<file path="config.mk">
export PLATFORM = sky130hd
export DESIGN_NAME = a2d_rr_sequencer
export DESIGN_NICKNAME = d
export VERILOG_FILES = /design/src/rtl/a2d_pkg.sv /design/src/rtl/a2d_rr_sequencer.sv
export SDC_FILE = /design/constraint.sdc
export NUM_CORES = 1
export LEC_CHECK = 0
export CAP_MARGIN = 0
export CORE_MARGIN = 3
export CORE_UTILIZATION = 52
export CTS_BUF_LIST = sky130_fd_sc_hd__clkbuf_2 sky130_fd_sc_hd__clkbuf_4 sky130_fd_sc_hd__clkbuf_8
export CTS_CLUSTER_DIAMETER = 50
export CTS_CLUSTER_SIZE = 30
export DETAILED_ROUTE_END_ITERATION = 6
export GPL_TIMING_DRIVEN = 0
export PLACE_DENSITY = 0.91
export SLEW_MARGIN = 20
export SYNTH_ARGS = -nofsm -noshare
export SYNTH_HDL_FRONTEND = slang
export SYNTH_SLANG_ARGS = --single-unit
</file>
<file path="constraint.sdc">
create_clock -name clk -period 4.15 [get_ports clk]
set_clock_uncertainty 0.05 [all_clocks]
set_input_delay 0.6225 -clock clk [delete_from_list [all_inputs] [get_ports clk]]
set_output_delay 0.6225 -clock clk [all_outputs]
set_load 0.01 [all_outputs]
</file>
<file path="src/rtl/a2d_pkg.sv">
// a2d_pkg: slot and state types plus default ADC channel assignments for the A2D round-robin sequencer.
package a2d_pkg;
    typedef enum logic [1:0] {LFT, RGHT, STEER, BATT} slot_t;
    typedef enum logic [1:0] {IDLE, CNV, GAP, RD} seq_state_t;
    localparam logic [2:0] DEF_CH_LFT   = 3'd0;
    localparam logic [2:0] DEF_CH_RGHT  = 3'd4;
    localparam logic [2:0] DEF_CH_STEER = 3'd5;
    localparam logic [2:0] DEF_CH_BATT  = 3'd6;
    localparam int         DEF_GAP_CLKS = 4;
endpackage

</file>
<file path="src/rtl/a2d_rr_sequencer.sv">
// a2d_rr_sequencer: round-robin two-transaction ADC128S conversions over four slots via spi_mnrch.
module a2d_rr_sequencer
    import a2d_pkg::*;
#(
    parameter logic [2:0] CH_LFT   = DEF_CH_LFT,
    parameter logic [2:0] CH_RGHT  = DEF_CH_RGHT,
    parameter logic [2:0] CH_STEER = DEF_CH_STEER,
    parameter logic [2:0] CH_BATT  = DEF_CH_BATT,
    parameter int         GAP_CLKS = DEF_GAP_CLKS
) (
    input  logic        clk,
    input  logic        rst_n,
    input  logic        nxt,
    input  logic        done,
    input  logic [15:0] rd_data,
    output logic        wrt,
    output logic [15:0] wt_data,
    output logic        busy,
    output logic        vld,
    output logic [11:0] lft_ld,
    output logic [11:0] rght_ld,
    output logic [11:0] steer_pot,
    output logic [11:0] batt
);
    localparam int GW = $clog2(GAP_CLKS + 1);
    seq_state_t     r_state;
    slot_t          r_slot;
    logic [GW-1:0]  r_gap;
    logic [2:0]     w_ch;
    logic           w_unused;
    assign w_unused = ^rd_data[15:12];
    always_comb w_ch = r_slot == LFT   ? CH_LFT   :
                       r_slot == RGHT  ? CH_RGHT  :
                       r_slot == STEER ? CH_STEER : CH_BATT;
    assign wt_data = {2'b00, w_ch, 11'h000};
    // Gap counter loads GAP_CLKS-1 so wrt rises GAP_CLKS edges after done is sampled.
    always_ff @(posedge clk or negedge rst_n) begin
        if (!rst_n) begin
            r_state   <= IDLE;
            r_slot    <= LFT;
            r_gap     <= '0;
            wrt       <= 1'b0;
            busy      <= 1'b0;
            vld       <= 1'b0;
            lft_ld    <= '0;
            rght_ld   <= '0;
            steer_pot <= '0;
            batt      <= '0;
        end else begin
            wrt <= 1'b0;
            vld <= 1'b0;
            case (r_state)
                IDLE: if (nxt) begin
                    wrt     <= 1'b1;
                    busy    <= 1'b1;
                    r_state <= CNV;
                end
                CNV: if (done) begin
                    r_gap   <= GW'(GAP_CLKS - 1);
                    r_state <= GAP;
                end
                GAP: if (r_gap == '0) begin
                    wrt     <= 1'b1;
                    r_state <= RD;
                end else r_gap <= r_gap - 1'b1;
                RD: if (done) begin
                    case (r_slot)
                        LFT:     lft_ld    <= rd_data[11:0];
                        RGHT:    rght_ld   <= rd_data[11:0];
                        STEER:   steer_pot <= rd_data[11:0];
                        default: batt      <= rd_data[11:0];
                    endcase
                    vld     <= 1'b1;
                    busy    <= 1'b0;
                    r_slot  <= slot_t'(r_slot + 2'd1);
                    r_state <= IDLE;
                end
                default: r_state <= IDLE;
            endcase
        end
    end
endmodule
</file>
==> summary.md, run 1 <==
| Metric | Value |
|---|---|
| HP Class | `primary input to asynchronous set/reset pin` |
| CTS tree | `yes` |
| Grt met1 use | `around a quarter` |
| VDD IR max | `0.000395 V` |
| Overflow left after global routing | `0` |
| WP data required | `3.48 ns` |
| Gate count of the mapped netlist | `~180` |
| Leading area contributor after synthesis | `dfrtp_1` |
| Status | `finished, final reports clean` |
| Share of cells above drive strength 1 | `between 30% and 40%` |
| Final hold slack | `0.292 ns` |
| Number of flops mapped to enable cells by yosys | `0` |
| CP max stage delay | `0.53 ns` |
| # fillers | `327` |
| Antenna cells | `0` |
| Top cell by count, worst path | `inv_1` |
| Max Slew Vio Count | `0` |
| Via count | `1652` |
| Max Cap Viol | `0` |
| Initial antenna violation count | `0` |
| Achievable Freq | `0.419 GHz` |
| Area taken by multi-input logic gates | `1150 sq um` |
| GR peak layer | `met2` |
| Total track usage | `about 19%` |
| Reg clk slew, reported paths | `~0.070 ns` |
| Crit path launch type | `register` |
| Placed cell count | `326` |
| LEAKAGE | `0.00192 uW` |
| Final setup fails | `0` |
| Power per cell area | `about 800 nW/um^2` |
| Worst slew pin tran | `0.714 ns` |
| Root buffer cell | `clkbuf_8` |
| Synthesis-stage register bit count | `just under 60` |
| Cts bufs inserted | `9` |
| Die span in y | `just under 80 um` |
| Post-route cell area | `3800 sq um` |
| CP arrival | `1.71 ns` |
| Crit-path max FO | `4` |
| Cell Area, Synth | `2760 sq um` |
| Clock Tree Buf Depth | `2` |
| Post-route clock period utilization | `57.4%` |
| Total Routed Length | `5690 um` |
| Async SR Flop Fraction | `100%` |
| DR vias/cell | `around 4.8` |
| Largest cells by area after synthesis | `dfrtp_1 (53%), mux2_4 (22%), ha_1 (5.9%)` |
| FF+latch area | `1450 sq um` |
| Placeable Area | `4940 sq um` |
| Synth warn | `0` |
| CTS Sinks | `58` |
| Tmin final | `2.38 ns` |
| Synth top area share | `52.5%` |
| Post-DP HPWL | `3940 um` |
| Unrepaired setup endpoints after global routing | `false` |
| Clk_lat worst skew | `between 0.3 and 0.4 ns` |
| Die ar. | `a little over 6000 sq um` |
| Synthesized area per cell | `15.5 sq um` |
| M2 GR Usage | `just over 30%` |
| Critical path class | `register to output port` |
| Starting Density | `55.9%` |
| Rows | `25` |
| Initial drt markers | `78` |
| Worst Setup End Kind | `output port` |
| Die width | `78.9 um` |
| # nets final | `303` |
| Gp weighted congestion | `0.786` |
| Worst-path cell chain | `inv_1 -> ha_1 -> inv_1 -> clkdlybuf4s50_1` |
| Largest net degree at the start of global routing | `59` |
| Final hold violations | `0` |
| Hold-fix buffers at CTS | `0` |
| First-pass GRT wire length | `a little over 9000 um` |
| Met3 global-route usage | `4.88%` |
| Worst slew margin | `52.4%` |
| Setup Buffers After CTS | `0` |
| Routed WL per cell | `16.6 um` |
| Sequential-to-total area share from yosys stat | `between 50% and 60%` |
| Io pins | `87` |
| Synth cell types | `29` |
| Area grow syn2layout | `37.6%` |
| Cts repair resizes | `0` |
| DR DRC count | `0` |
| Vias in the first global route | `1724` |
| Final setup TNS | `0 ns` |
| Port bufs | `69` |
| Final cell count without fillers | `342` |
| Placed cell areas | `~3600 sq um` |
| Ys flop type | `dfrtp_1` |
| CP max-delay cell | `clkdlybuf4s50_1` |
| H-tree levels | `3` |
| Drt pass-1 iters | `4` |
| Antenna viol nets, final | `0` |
cell families after synthesis:
logic type	Yosys count	synth area share, %
AOI/OAI and AO/OA	11	3.12
xor gates and xnor gates	1	0.317
adders and majority gates	13	5.89
buffers and inverters	27	7.47
DFF	58	52.5
muxes	51	26.2
other	1	0.136
and+or+nand+nor	16	4.39
layout by cell type (no fill, tap or decap), drive strengths merged, types with 2 or more instances in the layout:
cell,instances
mux2,50
buf,20
o32ai,2
a31oi,2
nand2b,2
clkinv,2
inv,8
conb,13
ha,13
bufinv,2
clkdlybuf4s50,68
clkbuf,11
dfrtp,58
nor2b,2
nand2,8
synthesized netlist by cell type, types with 2 or more instances:
cell	n
dfrtp_1	58
mux2_4	40
buf_4	13
ha_1	13
mux2_2	10
inv_1	8
nand2_1	4
nand2_4	4
buf_6	3
a31oi_1	2
buf_12	2
nand2b_1	2
nor2b_1	2
o32ai_1	2
power breakdown:
part / switching, uW / total [uW] / internal [uW]
clock: 227 / 586 / 359
sequential: 176 / 1010 / 835
combinational: 494 / 1360 / 869
total: 897 / 2960 / 2060
registers in the layout, summed over array words and instances, names as in the netlist:
register / flops
batt: 12
steer_pot: 12
wrt: 1
rght_ld: 12
busy: 1
r_state: 2
r_gap: 3
lft_ld: 12
r_slot: 2
vld: 1
cell type report:
type | count | share of cell area, %
Sequential cell | 58 | 38.2
Multi-Input combinational cell | 105 | 30.3
Timing Repair Buffer | 69 | 18.1
Buffer | 19 | 4.64
Clock buffer | 11 | 3.82
Tap cell | 67 | 2.20
Clock inverter | 5 | 2.04
Inverter | 8 | 0.789
path summary, 6_finish.rpt:
check | slack [ns] | cells past startpoint | to | startpoint
max in group asynchronous | 3.28 | 1 | lft_ld[2] | rst_n
setup reg to reg | 2.38 | 5 | r_state[1] | r_state[1]
min in group clk | 0.46 | 1 | steer_pot[0] | steer_pot[0]
hold reg to reg | 0.46 | 1 | steer_pot[0] | steer_pot[0]
hold / removal | 0.29 | 1 | rght_ld[3] | rst_n
setup / recovery | 1.77 | 4 | wt_data[13] | r_slot[0]
metrics by stage:
| stage | power, uW | setup WS [ns] | util, % |
|---|---|---|---|
| final | 2960 | 1.77 | 77.0 |
| after global routing | 3120 | 1.68 | 77.0 |
| after floorplan | 1730 | 2.52 | - |
| after global placement | 2330 | 0.692 | 72.5 |
| after CTS | 2980 | 1.76 | 77.0 |
| after detailed placement | 2380 | 1.95 | 72.5 |
worst max-delay path, delay by kind of cell, from the launching register on:
kind / cells / cell delay (ns)
adder cells (fa/ha/maj): 1 / 0.26
buffers and inverters: 3 / 0.72
flip-flops: 1 / 0.41
metal layers:
metal | part of all wire, % | wire length (um) | up-vias
li1 | - | - | 770
met1 | 46 | 2610 | 819
met2 | 47 | 2690 | 56
met3 | 5.2 | 294 | 7
met4 | 1.7 | 96 | 0
met5 | 0 | 0 | -
No activity file was read; power rests on OpenSTA's default activity.
==> run 2: changes to the inputs <==
--- a/config.mk
+++ b/config.mk
@@ -7,13 +7,13 @@
 export LEC_CHECK = 0
 export CAP_MARGIN = 0
 export CORE_MARGIN = 3
-export CORE_UTILIZATION = 52
+export CORE_UTILIZATION = 43
 export CTS_BUF_LIST = sky130_fd_sc_hd__clkbuf_2 sky130_fd_sc_hd__clkbuf_4 sky130_fd_sc_hd__clkbuf_8
 export CTS_CLUSTER_DIAMETER = 50
 export CTS_CLUSTER_SIZE = 30
 export DETAILED_ROUTE_END_ITERATION = 6
 export GPL_TIMING_DRIVEN = 0
-export PLACE_DENSITY = 0.91
+export PLACE_DENSITY = 0.81
 export SLEW_MARGIN = 20
 export SYNTH_ARGS = -nofsm -noshare
 export SYNTH_HDL_FRONTEND = slang
==> constraint.sdc (replaced) <==
create_clock -name clk -period 2.1 [get_ports clk]
set_clock_uncertainty 0.05 [all_clocks]
set_input_delay 0.315 -clock clk [delete_from_list [all_inputs] [get_ports clk]]
set_output_delay 0.315 -clock clk [all_outputs]
set_load 0.01 [all_outputs]
==> summary.md, run 2 (same netlist as run 1, synthesis figures left out) <==
| Metric | Value |
|---|---|
| NetSw | `1740 uW (was 897 uW)` |
| Clock network power share | `19.4% (was 19.8%)` |
| R2r setup slk | `0.33 ns (was 2.38 ns)` |
| R2R depth | `4 (was 5)` |
| Clk_lat worst skew | `0.33 ns (about the same)` |
| First-pass GRT wire length | `8880 um (was 9110 um)` |
| Drt pass-1 iters | `4 (unchanged)` |
| Cts repair resizes | `0 (unchanged)` |
| Routed WL per cell | `15.6 um (was 16.6 um)` |
| Final setup fails | `0 (unchanged)` |
| Commonest non-fill, non-tap cell in the layout | `clkdlybuf4s50_1 (unchanged)` |
| Rows | `28 (was 25)` |
| Reg clk slew, reported paths | `0.06 ns (was 0.07 ns)` |
| Worst-path cell chain | `inv_1 -> ha_1 -> inv_1 -> clkdlybuf4s50_1 (unchanged)` |
| Place WS | `0.216 ns (was 1.95 ns)` |
| CP arrival | `1.63 ns (was 1.71 ns)` |
| Tmin final | `about 2.0 ns` |
| Crit-path max FO | `4 (unchanged)` |
| Reg power frac | `33.9% (was 34.2%)` |
| CTS tree | `yes (unchanged)` |
| Hold-fix buffers at CTS | `0 (unchanged)` |
| Root buffer cell | `clkbuf_8 (unchanged)` |
| CTS Sinks | `58 (unchanged)` |
| Post-route clock period utilization | `between 90% and 100%` |
| Cts bufs inserted | `9 (unchanged)` |
| Die ar. | `7430 sq um (was 6230 sq um)` |
| Crit path launch type | `register (unchanged)` |
| LEAKAGE | `0.00194 uW (was 0.00192 uW)` |
| Initial antenna violation count | `0 (unchanged)` |
| Initial drt markers | `21 (was 78)` |
| Die width | `86.2 um (was 78.9 um)` |
| Worst r2r dst | `r_state[1] (unchanged)` |
| Antenna cells | `0 (unchanged)` |
| Most frequent cells in the layout | `clkdlybuf4s50_1 (68), dfrtp_1 (58), mux2_4 (40), buf_4 (17) (was clkdlybuf4s50_1 (68), dfrtp_1 (58), mux2_4 (40), buf_4 (14))` |
| Final setup TNS | `0 ns (unchanged)` |
| DR DRC count | `0 (unchanged)` |
| Cell Int Power | `4110 uW (was 2060 uW)` |
| VDD IR max | `0.000770 V (was 0.000395 V)` |
| Combinational fraction of design power | `46.7% (was 46.0%)` |
| Sw Share | `29.8% (was 30.3%)` |
| Die span in y | `86.2 um (was 78.9 um)` |
| Largest net degree at the start of global routing | `59 (unchanged)` |
| Share of cells above drive strength 1 | `34.5% (was 33.8%)` |
| Via count | `1658 (was 1652)` |
| Overflow left after global routing | `0 (unchanged)` |
| Final hold slack | `-0.00826 ns (was 0.292 ns)` |
| Io pins | `87 (unchanged)` |
| Gp weighted congestion | `0.723 (was 0.786)` |
| Placeable Area | `6060 sq um (was 4940 sq um)` |
| Setup Buffers After CTS | `1 (was 0)` |
| Worst slew margin | `52.1% (was 52.4%)` |
| R2r startpoint | `r_state[0] (was r_state[1])` |
| Failing checks | `hold timing` |
| Worst Setup End Kind | `output port (unchanged)` |
| Total track usage | `15.9% (was 19.4%)` |
| WP data required | `1.74 ns (was 3.48 ns)` |
| Achievable Freq | `between 0.5 and 0.6 GHz` |
| Finished Core Util | `63.3% (was 77.0%)` |
| DR vias/cell | `4.70 (was 4.83)` |
| Worst slew pin tran | `0.718 ns (was 0.714 ns)` |
| # nets final | `306 (was 303)` |
| Critical path class | `register to output port (unchanged)` |
| Clock Tree Buf Depth | `2 (unchanged)` |
| Setup WS post-layout | `0.102 ns (was 1.77 ns)` |
| Total Routed Length | `5520 um (was 5690 um)` |
| H-tree levels | `3 (unchanged)` |
| Unrepaired setup endpoints after global routing | `false (unchanged)` |
| Max Slew Vio Count | `0 (unchanged)` |
| Top cell by count, worst path | `inv_1 (unchanged)` |
| Max Cap Viol | `0 (unchanged)` |
| Post-DP HPWL | `3970 um (was 3940 um)` |
| Vias in the first global route | `1721 (was 1724)` |
| Status | `finished with violations (was finished, final reports clean)` |
| HP Class | `primary input to asynchronous set/reset pin (unchanged)` |
| CP max-delay cell | `clkdlybuf4s50_1 (unchanged)` |
| Power per cell area | `1530 nW/um^2 (was 778 nW/um^2)` |
| CP max stage delay | `0.54 ns (was 0.53 ns)` |
| Port bufs | `69 (unchanged)` |
| # fillers | `471 (was 327)` |
| Starting Density | `45.6% (was 55.9%)` |
| Final hold violations | `9 (was 0)` |
| Antenna viol nets, final | `0 (unchanged)` |
| Area grow syn2layout | `38.8% (was 37.6%)` |
[run 2: area by class of cell]
type	instances	area (sq um)	share of cell area, %
tap	75	93.8	2.45
timing repair buffer	72	711	18.5
sequential	58	1450	37.8
inverter	8	30.0	0.783
clock buffer	11	145	3.78
buffer	19	176	4.60
clock inverter	5	77.6	2.02
multi-input combinational	105	1150	30.0
[run 2: worst max path at each step]
stage,start,endpoint,slack (ns),cells past startpoint
after floorplan,r_state[1],r_state[1],0.47,5
after CTS,r_slot[1],wt_data[13],0.02,4
after global routing,r_slot[0],wt_data[13],0.02,4
final,r_slot[1],wt_data[13],0.10,4
after detailed placement,done,r_state[1],0.22,4
after global placement,rst_n,steer_pot[0],-1.09,1
[run 2: routing by layer]
layer,vias to the layer above,global-route usage [%],part of all wire [%]
met2,61,24.4,46
met5,-,0,0
met3,10,4.09,7.4
li1,779,-,-
met4,0,8.50,2.0
met1,808,20.7,44
[run 2: critical path: cells and delay by family, from the launching register on]
kind / cells / cell delay, ns
DFF: 1 / 0.39
adders and majority gates: 1 / 0.23
buffers and inverters: 3 / 0.69
[run 2: power by group through the flow]
stage / Sequential (uW) / Combinational, uW / Clock, uW
2_1_floorplan: 2170 / 1260 / 0
3_3_place_gp: 1980 / 2640 / 0
3_5_place_dp: 2010 / 2700 / 0
4_1_cts: 1990 / 2740 / 1170
5_1_grt: 2060 / 2930 / 1220
6_report: 1980 / 2730 / 1140
[run 2: metrics by stage]
step	instance area [sq um]	total power, uW	std cells	hold slack [ns]
2_1_floorplan	2810	3420	190	-0.0306
3_3_place_gp	3590	4620	334	0.438
3_5_place_dp	3590	4710	334	0.368
4_1_cts	3820	5900	351	0.00288
5_1_grt	3840	6210	353	0.0383
6_report	3840	5850	353	-0.00826
